===== config.mk =====
export PLATFORM = sky130hd
export DESIGN_NAME = bcd_conv_sched_flat
export DESIGN_NICKNAME = d
export VERILOG_FILES = /design/src/rtl/bcd_conv_sched_if.sv /design/src/rtl/bcd_conv_sched.sv /design/src/flat_wrapper.sv
export SDC_FILE = /design/constraint.sdc
export NUM_CORES = 1
export LEC_CHECK = 0
export ABC_CLOCK_PERIOD_IN_PS = 1800
export CORE_AREA = 2 2 76 78
export DETAILED_ROUTE_END_ITERATION = 12
export DIE_AREA = 0 0 78 80
export HOLD_SLACK_MARGIN = 0.1
export PLACE_DENSITY_LB_ADDON = 0.05
export SETUP_SLACK_MARGIN = 0.1
export SYNTH_ARGS = -nofsm -noshare
export SYNTH_HDL_FRONTEND = slang
export SYNTH_SLANG_ARGS = --single-unit

===== constraint.sdc =====
create_clock -name clk -period 1.8 [get_ports clk]
set_input_delay 0.36 -clock clk [delete_from_list [all_inputs] [get_ports clk]]
set_output_delay 0.36 -clock clk [all_outputs]
set_load 0.01 [all_outputs]

===== src/rtl/bcd_conv_sched_if.sv =====
// Request/result bus of the shared binary-to-BCD engine.
// sign_out exists only when BCD_SIGN_EN is defined.
interface bcd_conv_sched_if #(
  parameter int unsigned W    = 8,
  parameter int unsigned N_CH = 3
);
  localparam int unsigned BW = W + (W - 4) / 3 + 1;
  localparam int unsigned CW = $clog2(N_CH);

  logic              enable;
  logic [N_CH-1:0]   req;
  logic [N_CH*W-1:0] bin_in;
  logic [N_CH-1:0]   ack;
  logic [BW-1:0]     bcd_out;
  logic [CW-1:0]     ch_out;
  logic              out_valid;
  logic              out_ready;
  logic              busy;
`ifdef BCD_SIGN_EN
  logic              sign_out;
`endif

  modport master (
    output enable, req, bin_in, out_ready,
`ifdef BCD_SIGN_EN
    input  sign_out,
`endif
    input  ack, bcd_out, ch_out, out_valid, busy
  );

  modport slave (
    input  enable, req, bin_in, out_ready,
`ifdef BCD_SIGN_EN
    output sign_out,
`endif
    output ack, bcd_out, ch_out, out_valid, busy
  );
endinterface


===== src/rtl/bcd_conv_sched.sv =====
// Round-robin shared double-dabble converter, one bit per cycle.
// Define BCD_SIGN_EN for two's-complement lanes with a registered sign_out.
module bcd_conv_sched #(
  parameter int unsigned W    = 8,
  parameter int unsigned N_CH = 3
) (
  input logic             clk,
  input logic             reset,
  bcd_conv_sched_if.slave bus
);
  localparam int unsigned BW   = W + (W - 4) / 3 + 1;
  localparam int unsigned CW   = $clog2(N_CH);
  localparam int unsigned NDIG = BW / 4;
  localparam int unsigned CNTW = $clog2(W + 1);

  typedef enum logic [1:0] {StIdle, StConv, StDone} state_e;

  state_e          state_q, state_d;
  logic [CW-1:0]   rr_q, rr_d;
  logic [CW-1:0]   tag_q, tag_d;
  logic [CW-1:0]   ch_q, ch_d;
  logic [W-1:0]    shift_q, shift_d;
  logic [BW-1:0]   acc_q, acc_d;
  logic [BW-1:0]   bcd_q, bcd_d;
  logic [CNTW-1:0] cnt_q, cnt_d;
  logic [N_CH-1:0] ack_q, ack_d;
  logic            valid_q, valid_d;
  logic            busy_q, busy_d;
`ifdef BCD_SIGN_EN
  logic            sign_cap_q, sign_cap_d;
  logic            sign_q, sign_d;
`endif

  // Add 3 to every full digit >= 5; a partial top digit never needs it.
  function automatic logic [BW-1:0] add3(input logic [BW-1:0] a);
    logic [BW-1:0] r;
    r = a;
    for (int unsigned d = 0; d < NDIG; d++) begin
      if (r[4*d +: 4] >= 4'd5) r[4*d +: 4] = r[4*d +: 4] + 4'd3;
    end
    return r;
  endfunction

  // Round-robin: first requester at or above the pointer, else the lowest one.
  logic          found_hi, found_lo, grant_found;
  logic [CW-1:0] idx_hi, idx_lo, grant_idx;

  always_comb begin
    found_hi = 1'b0;
    found_lo = 1'b0;
    idx_hi   = '0;
    idx_lo   = '0;
    for (int unsigned j = 0; j < N_CH; j++) begin
      if (!found_hi && bus.req[j] && (CW'(j) >= rr_q)) begin
        found_hi = 1'b1;
        idx_hi   = CW'(j);
      end
      if (!found_lo && bus.req[j]) begin
        found_lo = 1'b1;
        idx_lo   = CW'(j);
      end
    end
    grant_found = found_hi | found_lo;
    grant_idx   = found_hi ? idx_hi : idx_lo;
  end

  logic [W-1:0] lane;
  logic [W-1:0] mag;
  logic         lane_neg;

  always_comb begin
    lane = bus.bin_in[grant_idx*W +: W];
`ifdef BCD_SIGN_EN
    lane_neg = lane[W-1];
    mag      = lane_neg ? (~lane + W'(1)) : lane;
`else
    lane_neg = 1'b0;
    mag      = lane;
`endif
  end

  logic [BW+W-1:0] pair_shl;
  assign pair_shl = {add3(acc_q), shift_q} << 1;

  always_comb begin
    state_d = state_q;
    rr_d    = rr_q;
    tag_d   = tag_q;
    ch_d    = ch_q;
    shift_d = shift_q;
    acc_d   = acc_q;
    bcd_d   = bcd_q;
    cnt_d   = cnt_q;
    ack_d   = '0;
    valid_d = valid_q;
    busy_d  = busy_q;
`ifdef BCD_SIGN_EN
    sign_cap_d = sign_cap_q;
    sign_d     = sign_q;
`endif
    unique case (state_q)
      StIdle: begin
        if (bus.enable && grant_found) begin
          shift_d = mag;
          acc_d   = '0;
          tag_d   = grant_idx;
          ack_d   = N_CH'(1) << grant_idx;
          busy_d  = 1'b1;
          cnt_d   = CNTW'(W);
          rr_d    = (grant_idx == CW'(N_CH - 1)) ? '0 : grant_idx + CW'(1);
          state_d = StConv;
`ifdef BCD_SIGN_EN
          sign_cap_d = lane_neg;
`endif
        end
      end
      StConv: begin
        acc_d   = pair_shl[BW+W-1:W];
        shift_d = pair_shl[W-1:0];
        cnt_d   = cnt_q - CNTW'(1);
        if (cnt_q == CNTW'(1)) begin
          bcd_d   = pair_shl[BW+W-1:W];
          ch_d    = tag_q;
          valid_d = 1'b1;
          state_d = StDone;
`ifdef BCD_SIGN_EN
          sign_d = sign_cap_q;
`endif
        end
      end
      StDone: begin
        if (valid_q && bus.out_ready) begin
          valid_d = 1'b0;
          busy_d  = 1'b0;
          state_d = StIdle;
        end
      end
      default: state_d = StIdle;
    endcase
  end

  always_ff @(posedge clk or negedge reset) begin
    if (!reset) begin
      state_q <= StIdle;
      rr_q    <= '0;
      tag_q   <= '0;
      ch_q    <= '0;
      shift_q <= '0;
      acc_q   <= '0;
      bcd_q   <= '0;
      cnt_q   <= '0;
      ack_q   <= '0;
      valid_q <= 1'b0;
      busy_q  <= 1'b0;
`ifdef BCD_SIGN_EN
      sign_cap_q <= 1'b0;
      sign_q     <= 1'b0;
`endif
    end else begin
      state_q <= state_d;
      rr_q    <= rr_d;
      tag_q   <= tag_d;
      ch_q    <= ch_d;
      shift_q <= shift_d;
      acc_q   <= acc_d;
      bcd_q   <= bcd_d;
      cnt_q   <= cnt_d;
      ack_q   <= ack_d;
      valid_q <= valid_d;
      busy_q  <= busy_d;
`ifdef BCD_SIGN_EN
      sign_cap_q <= sign_cap_d;
      sign_q     <= sign_d;
`endif
    end
  end

  assign bus.ack       = ack_q;
  assign bus.bcd_out   = bcd_q;
  assign bus.ch_out    = ch_q;
  assign bus.out_valid = valid_q;
  assign bus.busy      = busy_q;
`ifdef BCD_SIGN_EN
  assign bus.sign_out  = sign_q;
`endif

endmodule


===== src/flat_wrapper.sv =====
// flat-port wrapper written by rule: the top's interface ports become plain ports
module bcd_conv_sched_flat 
#(
  parameter int unsigned W    = 8,
  parameter int unsigned N_CH = 3
)
  (clk, reset, bus_enable, bus_req, bus_bin_in, bus_out_ready, bus_ack, bus_bcd_out, bus_ch_out, bus_out_valid, bus_busy);
  bcd_conv_sched_if #(.W(W), .N_CH(N_CH)) bus_i ();
  input logic clk;
  input logic reset;
  input wire logic [$bits(bus_i.enable)-1:0] bus_enable;
  input wire logic [$bits(bus_i.req)-1:0] bus_req;
  input wire logic [$bits(bus_i.bin_in)-1:0] bus_bin_in;
  input wire logic [$bits(bus_i.out_ready)-1:0] bus_out_ready;
  output wire logic [$bits(bus_i.ack)-1:0] bus_ack;
  output wire logic [$bits(bus_i.bcd_out)-1:0] bus_bcd_out;
  output wire logic [$bits(bus_i.ch_out)-1:0] bus_ch_out;
  output wire logic [$bits(bus_i.out_valid)-1:0] bus_out_valid;
  output wire logic [$bits(bus_i.busy)-1:0] bus_busy;
  assign bus_i.enable = bus_enable;
  assign bus_i.req = bus_req;
  assign bus_i.bin_in = bus_bin_in;
  assign bus_i.out_ready = bus_out_ready;
  assign bus_ack = bus_i.ack;
  assign bus_bcd_out = bus_i.bcd_out;
  assign bus_ch_out = bus_i.ch_out;
  assign bus_out_valid = bus_i.out_valid;
  assign bus_busy = bus_i.busy;
  bcd_conv_sched #(.W(W), .N_CH(N_CH)) u_core (.clk(clk), .reset(reset), .bus(bus_i));
endmodule

==> results.py, run 1 <==
metrics = {
    "status": {
        "status": "finished clean",
    },
    "global_route": {
        "gr-total-overflow": 0,
        "grt_pass1_vias": 1841,
        "grt_pass1_wl_um": 8250,
        "grt_start_max_net_pins": 28,
        "antenna_found_initial": 0,
        "grtUsageTotal": 0.167,
    },
    "timing": {
        "period_minus_slack_ns": 1.61,
        "slew_headroom": 0.708,
        "hold_ws_ns": 0.481,
        "slew_violations": 0,
        "finalHoldViolations": 0,
        "tightest_slew_ns": 0.437,
        "max_freq_mhz": 620,
        "rsz0062_at_grt": "yes",
        "fin_setup_tns_ns": 0,
        "setup_viol": 0,
        "fin_skew_ns": 0.00596,
        "fin_crit_sh": 0.896,
    },
    "die": {
        "initial_core_util": 0.399,
        "io_pins": 48,
        "die-width_um": 78,
        "rows": 27,
        "die-area_um2": 6240,
        "core_area_um2": 5410,
        "dieHeight_um": 80,
    },
    "route": {
        "wl_um": 4780,
        "wire_per_inst_um": 13.2,
        "drt-initial-drc-count": 95,
        "drcViolationCount": 0,
        "ant_nets": 0,
        "vias_per_cell": 5.01,
        "via_count": 1815,
        "dr.pass1.iters": 4,
    },
    "setup_path": {
        "crit_buf_inv": 1,
        "timing.critical_path.max_delay_family": "compound AO/OA/AOI/OAI gates",
        "criticalPathCategory": "in -> reg",
        "critPathLaunch": "bus_req[2]",
        "max_stage_delay_ns": 0.50,
        "cp.required_ns": 1.99,
        "cp_max_fo": 3,
        "cp_slowest_cell": "clkdlybuf4s50_1",
        "r2r-start": "u_core.acc_q[4]",
        "crit_arrival_ns": 1.80,
        "worstPathCellList": "clkdlybuf4s50_1, and3b_1, and3b_1, o21a_4, a221o_1",
        "crit_top_cell": "and3b_1",
        "startpoint_type": "input port",
        "critPathCaptureType": "flop",
    },
    "place": {
        "place.gp.congestion": 0.739,
        "portBuffers": 47,
        "hpwlAfterDp_um": 3640,
    },
    "synthesis": {
        "synth.top_cell.area_share": 0.510,
        "synth_nets": 257,
        "synthTopCellsByCount": "dfrtp_1 (44), nand2_1 (37), o21ai_0 (23)",
        "yosys_warnings": 0,
        "syn_inst": 220,
        "yosys.area.top_type": "dfrtp_1",
        "synth_area_um2": 2160,
        "synth_cell_types": 35,
        "synth_most_common_cell": "dfrtp_1",
        "synthFlopType": "dfrtp_1",
        "synth_edf_count": 0,
        "ys_seq_area_frac": 0.510,
        "synth_seq_cells": 44,
        "syn_avg_cell_area_um2": 9.80,
        "async_reset_ff_frac": 1.00,
        "yosys-top-cells-area": "dfrtp_1 (51%), nand2_1 (6.4%), o21ai_0 (5.3%), ha_1 (3.5%), mux2_2 (3.1%)",
    },
    "clock_tree": {
        "clock-root-buffer": "clkbuf_8",
        "cts_htree_levels": 2,
        "cts.reportedPaths.clkPinSlew_ns": 0.09,
        "cts.path.max_buffers": 2,
        "worstSkewPairLatency_ns": 0.30,
        "cts_tree": "built",
        "numCtsBuffers": 5,
        "cts.sinks": 44,
    },
    "power": {
        "seq_power_share": 0.356,
        "power.density_nw_per_um2": 1610,
        "p_comb_frac": 0.488,
        "switching_share": 0.364,
        "p_int_uw": 3120,
        "finalPower_uw": 4910,
        "clockPowerShare": 0.156,
        "vdd_drop_max_mv": 0.637,
        "p_switching_uw": 1790,
        "p_leak_uw": 0.00138,
    },
    "flow_run": {
        "maxCapViolCount": 0,
    },
    "min_path": {
        "hp-start": "u_core.tag_q[0]",
        "min_path_type": "reg -> reg",
    },
    "finish": {
        "drive_above_1_share": 0.172,
        "nFillCells": 524,
        "nNetsFinal": 326,
        "syn2layout_area_growth_pct": 41.5,
        "diodes": 0,
    },
}
[layout make-up]
class / instances / area (µm²) / share of cell area
Clock buffer: 5 / 68.8 / 0.0226
Clock inverter: 3 / 42.5 / 0.0139
Inverter: 10 / 37.5 / 0.0123
Multi-Input combinational cell: 155 / 992 / 0.325
Sequential cell: 44 / 1100 / 0.361
Tap cell: 72 / 90.1 / 0.0295
Timing Repair Buffer: 73 / 718 / 0.235
[what timing repair did]
item / CTS / global route
endpoints found under the setup margin: 3 / 15
endpoints found under the hold margin: 17 / 0
buffers inserted: 0 / 1
hold buffers: 1 / 0
pin swaps: 0 / 1
gates resized for setup: 2 / 7
[final timing paths]
path                                               to  slack, ns  depth (start not counted)
worst max-delay path                u_core.shift_q[0]       0.19                          5
worst min-delay path                  u_core.tag_q[0]       0.48                          1
worst max register to register  u_core.bus.bcd_out[6]       0.21                          6
worst min register to register        u_core.tag_q[0]       0.48                          1
max in group asynchronous             u_core.acc_q[4]       0.77                          3
min in group asynchronous       u_core.bus.bcd_out[9]       0.53                          2
[power by group through the flow]
stage / Clock [µW] / Combinational, µW / Sequential (µW)
global route: 824 / 2680 / 1820
CTS: 777 / 2380 / 1740
finish: 764 / 2400 / 1750
global placement: 0 / 2280 / 1740
floorplan: 0 / 1360 / 1750
detailed placement: 0 / 2350 / 1760
[cells by family (layout without fill, tap and decap cells)]
| family | count (synthesis) | in the layout | synth area share |
|---|---|---|---|
| and+or+nand+nor | 71 | 71 | 0.163 |
| AOI/OAI and AO/OA | 68 | 68 | 0.202 |
| DFF | 44 | 44 | 0.510 |
| buffers and inverters | 21 | 91 | 0.0423 |
| adders and majority gates | 6 | 6 | 0.0348 |
| muxes | 6 | 6 | 0.0313 |
| xor gates and xnor gates | 4 | 4 | 0.0162 |
[per-layer routing]
| metal | part of all wire | vias up | track usage |
|---|---|---|---|
| li1 | - | 913 | - |
| met1 | 0.46 | 855 | 0.213 |
| met2 | 0.48 | 42 | 0.281 |
| met3 | 0.046 | 5 | 0.0452 |
| met4 | 0.013 | 0 | 0.0474 |
| met5 | 0 | - | 0 |
[placed cells by master (no fill, tap or decap), types with 4 or more instances in the layout]
cell type,count
a21o_1,5
a21oi_1,6
a22oi_1,8
a31oi_1,8
and3_1,8
buf_12,4
buf_4,21
clkbuf_8,5
clkdlybuf4s50_1,44
dfrtp_1,43
ha_1,4
inv_1,10
mux2_2,6
nand2_1,37
nand2b_1,4
nor2_1,6
nor3b_1,4
o21ai_0,23
o22ai_1,6
[metrics by stage]
| step | worst slack (ns) | cells | util | instance area, µm² |
|---|---|---|---|---|
| finish | 0.188 | 362 | 0.565 | 3050 |
| global route | 0.0744 | 362 | 0.565 | 3050 |
| CTS | 0.111 | 361 | 0.558 | 3020 |
| detailed placement | -0.215 | 352 | 0.534 | 2890 |
| global placement | -0.193 | 352 | 0.534 | 2890 |
| floorplan | 0.217 | 220 | - | 2160 |
[flip-flops by register name, summed over array words and instances, names as in the netlist]
signal / count
u_core.acc_q: 9
u_core.cnt_q: 4
u_core.bus.ch_out: 2
u_core.rr_q: 2
u_core.shift_q: 8
u_core.bus.busy: 1
u_core.bus.out_valid: 1
u_core.state_q: 2
u_core.bus.bcd_out: 10
u_core.tag_q: 2
u_core.bus.ack: 3
Power figures use the tool's default switching activity.
==> run 2: changes to the inputs <==
--- a/config.mk
+++ b/config.mk
@@ -5,10 +5,11 @@
 export SDC_FILE = /design/constraint.sdc
 export NUM_CORES = 1
 export LEC_CHECK = 0
+export ABC_AREA = 1
 export ABC_CLOCK_PERIOD_IN_PS = 1800
-export CORE_AREA = 2 2 76 78
+export CORE_AREA = 2 2 78 80
 export DETAILED_ROUTE_END_ITERATION = 12
-export DIE_AREA = 0 0 78 80
+export DIE_AREA = 0 0 80 82
 export HOLD_SLACK_MARGIN = 0.1
 export PLACE_DENSITY_LB_ADDON = 0.05
 export SETUP_SLACK_MARGIN = 0.1
==> results.py, run 2 <==
metrics = {
    "route": {
        "vias_per_cell": 4.64,
        "wire_per_inst_um": 11.7,
        "wl_um": 4880,
        "ant_nets": 0,
        "drt-initial-drc-count": 70,
        "dr.pass1.iters": 4,
        "via_count": 1934,
        "drcViolationCount": 0,
    },
    "setup_path": {
        "max_stage_delay_ns": 0.46,
        "crit_top_cell": "nand2_1",
        "critPathCaptureType": "flop",
        "crit_arrival_ns": 1.78,
        "cp.required_ns": 2.03,
        "worstPathCellList": "clkdlybuf4s50_1, buf_4, nor3_4, nand2_4, nand2_2, nand2_1, nand3_1, nand2_1, nand2_1",
        "startpoint_type": "input port",
        "criticalPathCategory": "in -> reg",
        "cp_slowest_cell": "clkdlybuf4s50_1",
        "cp_max_fo": 10,
        "worst-r2r-setup-slack_ns": 0.26,
    },
    "synthesis": {
        "synth_cell_types": 29,
        "yosys_warnings": 0,
        "synth_nets": 315,
        "synthTopCellsByCount": "nand2_1 (62), dfrtp_1 (44), nor2_1 (34)",
        "yosys.area.top_type": "dfrtp_1",
        "yosys-top-cells-area": "dfrtp_1 (48%), nand2_1 (10%), o21ai_0 (6.6%), nor2_1 (5.6%), inv_1 (5.4%)",
        "synth.top_cell.area_share": 0.482,
        "synth_edf_count": 0,
        "syn_inst": 278,
        "syn_avg_cell_area_um2": 8.21,
        "async_reset_ff_frac": 1.00,
        "synth_most_common_cell": "nand2_1",
        "ys_seq_area_frac": 0.482,
        "synth_seq_cells": 44,
        "synth_area_um2": 2280,
        "synthFlopType": "dfrtp_1",
    },
    "clock_tree": {
        "cts.path.max_buffers": 2,
        "cts.sinks": 44,
        "cts_htree_levels": 2,
        "worstSkewPairLatency_ns": 0.29,
        "clock-root-buffer": "clkbuf_8",
        "cts.reportedPaths.clkPinSlew_ns": 0.08,
        "cts_tree": "built",
        "numCtsBuffers": 5,
    },
    "finish": {
        "syn2layout_area_growth_pct": 33.1,
        "drive_above_1_share": 0.129,
        "largest_reg_flops": 10,
        "final_cell_mix": "nand2_1 (62), clkdlybuf4s50_1 (45), dfrtp_1 (44)",
        "final_common_cell": "nand2_1",
        "nNetsFinal": 378,
        "nFillCells": 560,
        "diodes": 0,
    },
    "global_route": {
        "grtUsageTotal": 0.158,
        "grt_start_max_net_pins": 45,
        "grt_pass1_vias": 1682,
        "grt_pass1_wl_um": 8000,
        "antenna_found_initial": 0,
        "gr-total-overflow": 0,
    },
    "power": {
        "seq_power_share": 0.346,
        "switching_share": 0.412,
        "clockPowerShare": 0.130,
        "finalPower_uw": 4880,
        "vdd_drop_max_mv": 0.668,
        "p_comb_frac": 0.524,
        "p_int_uw": 2870,
        "p_leak_uw": 0.00148,
        "power.density_nw_per_um2": 1610,
        "p_switching_uw": 2010,
    },
    "timing": {
        "max_freq_mhz": 643,
        "fin_crit_sh": 0.864,
        "period_minus_slack_ns": 1.56,
        "tightest_slew_ns": 0.276,
        "slew_violations": 0,
        "hold_ws_ns": 0.486,
        "fin_skew_ns": 0.00691,
        "finalHoldViolations": 0,
        "rsz0062_at_grt": "no",
        "slew_headroom": 0.814,
        "setup_viol": 0,
    },
    "die": {
        "die-area_um2": 6560,
        "core_area_um2": 5750,
        "die-width_um": 80,
        "rows": 28,
        "dieHeight_um": 82,
        "initial_core_util": 0.397,
        "io_pins": 48,
    },
    "place": {
        "place.gp.congestion": 0.751,
        "hpwlAfterDp_um": 3670,
        "portBuffers": 47,
    },
    "flow_run": {
        "maxCapViolCount": 0,
    },
    "status": {
        "status": "finished clean",
    },
    "min_path": {
        "min_path_type": "reg -> reg",
    },
}
run 2: what timing repair did:
item	in CTS	in global routing
hold buffers	1	0
gates resized for setup	0	5
endpoints found under the hold margin	44	0
setup endpoints to repair	0	6
buffers inserted	0	1
run 2: cells by family (layout without fill, tap and decap cells):
kind of cell / after synthesis / after routing / synth area share
AND/OR/NAND/NOR: 134 / 134 / 0.270
buffers and inverters: 46 / 110 / 0.0871
AO/OA/AOI/OAI: 45 / 45 / 0.117
flip-flops: 44 / 44 / 0.482
adder cells (fa/ha/maj): 6 / 6 / 0.0329
XOR/XNOR: 3 / 3 / 0.0115
run 2: path summary, 6_finish.rpt:
| check | startpoint | to | cells past startpoint |
|---|---|---|---|
| min in group asynchronous | reset | u_core.bus.ch_out[1] | 3 |
| worst max register to register | u_core.acc_q[0] | u_core.acc_q[2] | 7 |
| max in group asynchronous | reset | u_core.shift_q[3] | 3 |
| worst min register to register | u_core.shift_q[5] | u_core.shift_q[5] | 2 |
| worst max-delay path | bus_req[0] | u_core.shift_q[3] | 9 |
| worst min-delay path | u_core.shift_q[5] | u_core.shift_q[5] | 2 |
run 2: critical path: cells and delay by family:
kind / cells / cell delay [ns]
buffers and inverters: 2 / 0.63
and+or+nand+nor: 7 / 0.78
run 2: routing by layer:
layer / global-route usage / wire length, µm / vias up
met4: 0.0356 / 19 / 0
met3: 0.0363 / 177 / 2
li1: - / - / 1016
met2: 0.256 / 2250 / 39
met5: 0 / 0 / -
met1: 0.218 / 2430 / 877
run 2: power by group through the flow:
stage,logic (µW),registers [µW],clock network [µW]
3_5_place_dp,2550,1710,0
4_1_cts,2550,1700,657
3_3_place_gp,2510,1700,0
2_1_floorplan,1640,1730,0
6_report,2550,1690,635
5_1_grt,2890,1740,698
run 2: layout make-up:
| class | instances | area (µm²) | share of cell area |
|---|---|---|---|
| multi-input cells | 188 | 986 | 0.324 |
| inverters | 39 | 149 | 0.0490 |
| clock inverters | 1 | 7.51 | 0.00247 |
| flip-flops and latches | 44 | 1100 | 0.362 |
| clock buffers | 7 | 86.3 | 0.0284 |
| well taps | 75 | 93.8 | 0.0309 |
| repair buffers | 63 | 616 | 0.203 |
run 2: per-stage QoR:
stage | setup slack (ns) | utilization | instances | area (µm²) | setup TNS, ns
2_1_floorplan | 0.390 | - | 278 | 2280 | 0
3_3_place_gp | -0.0903 | 0.508 | 407 | 2920 | -0.760
3_5_place_dp | -0.113 | 0.508 | 407 | 2920 | -1.31
4_1_cts | 0.195 | 0.526 | 416 | 3020 | 0
5_1_grt | 0.100 | 0.529 | 417 | 3040 | 0
6_report | 0.244 | 0.529 | 417 | 3040 | 0
==> run 3: changes to the inputs <==
--- a/config.mk
+++ b/config.mk
@@ -7,6 +7,7 @@
 export LEC_CHECK = 0
 export ABC_AREA = 1
 export ABC_CLOCK_PERIOD_IN_PS = 1800
+export CAP_MARGIN = 30
 export CORE_AREA = 2 2 78 80
 export DETAILED_ROUTE_END_ITERATION = 12
 export DIE_AREA = 0 0 80 82
==> results of run 3 <==
Same layout as run 2: the final DEF is identical, and so are final timing and power.
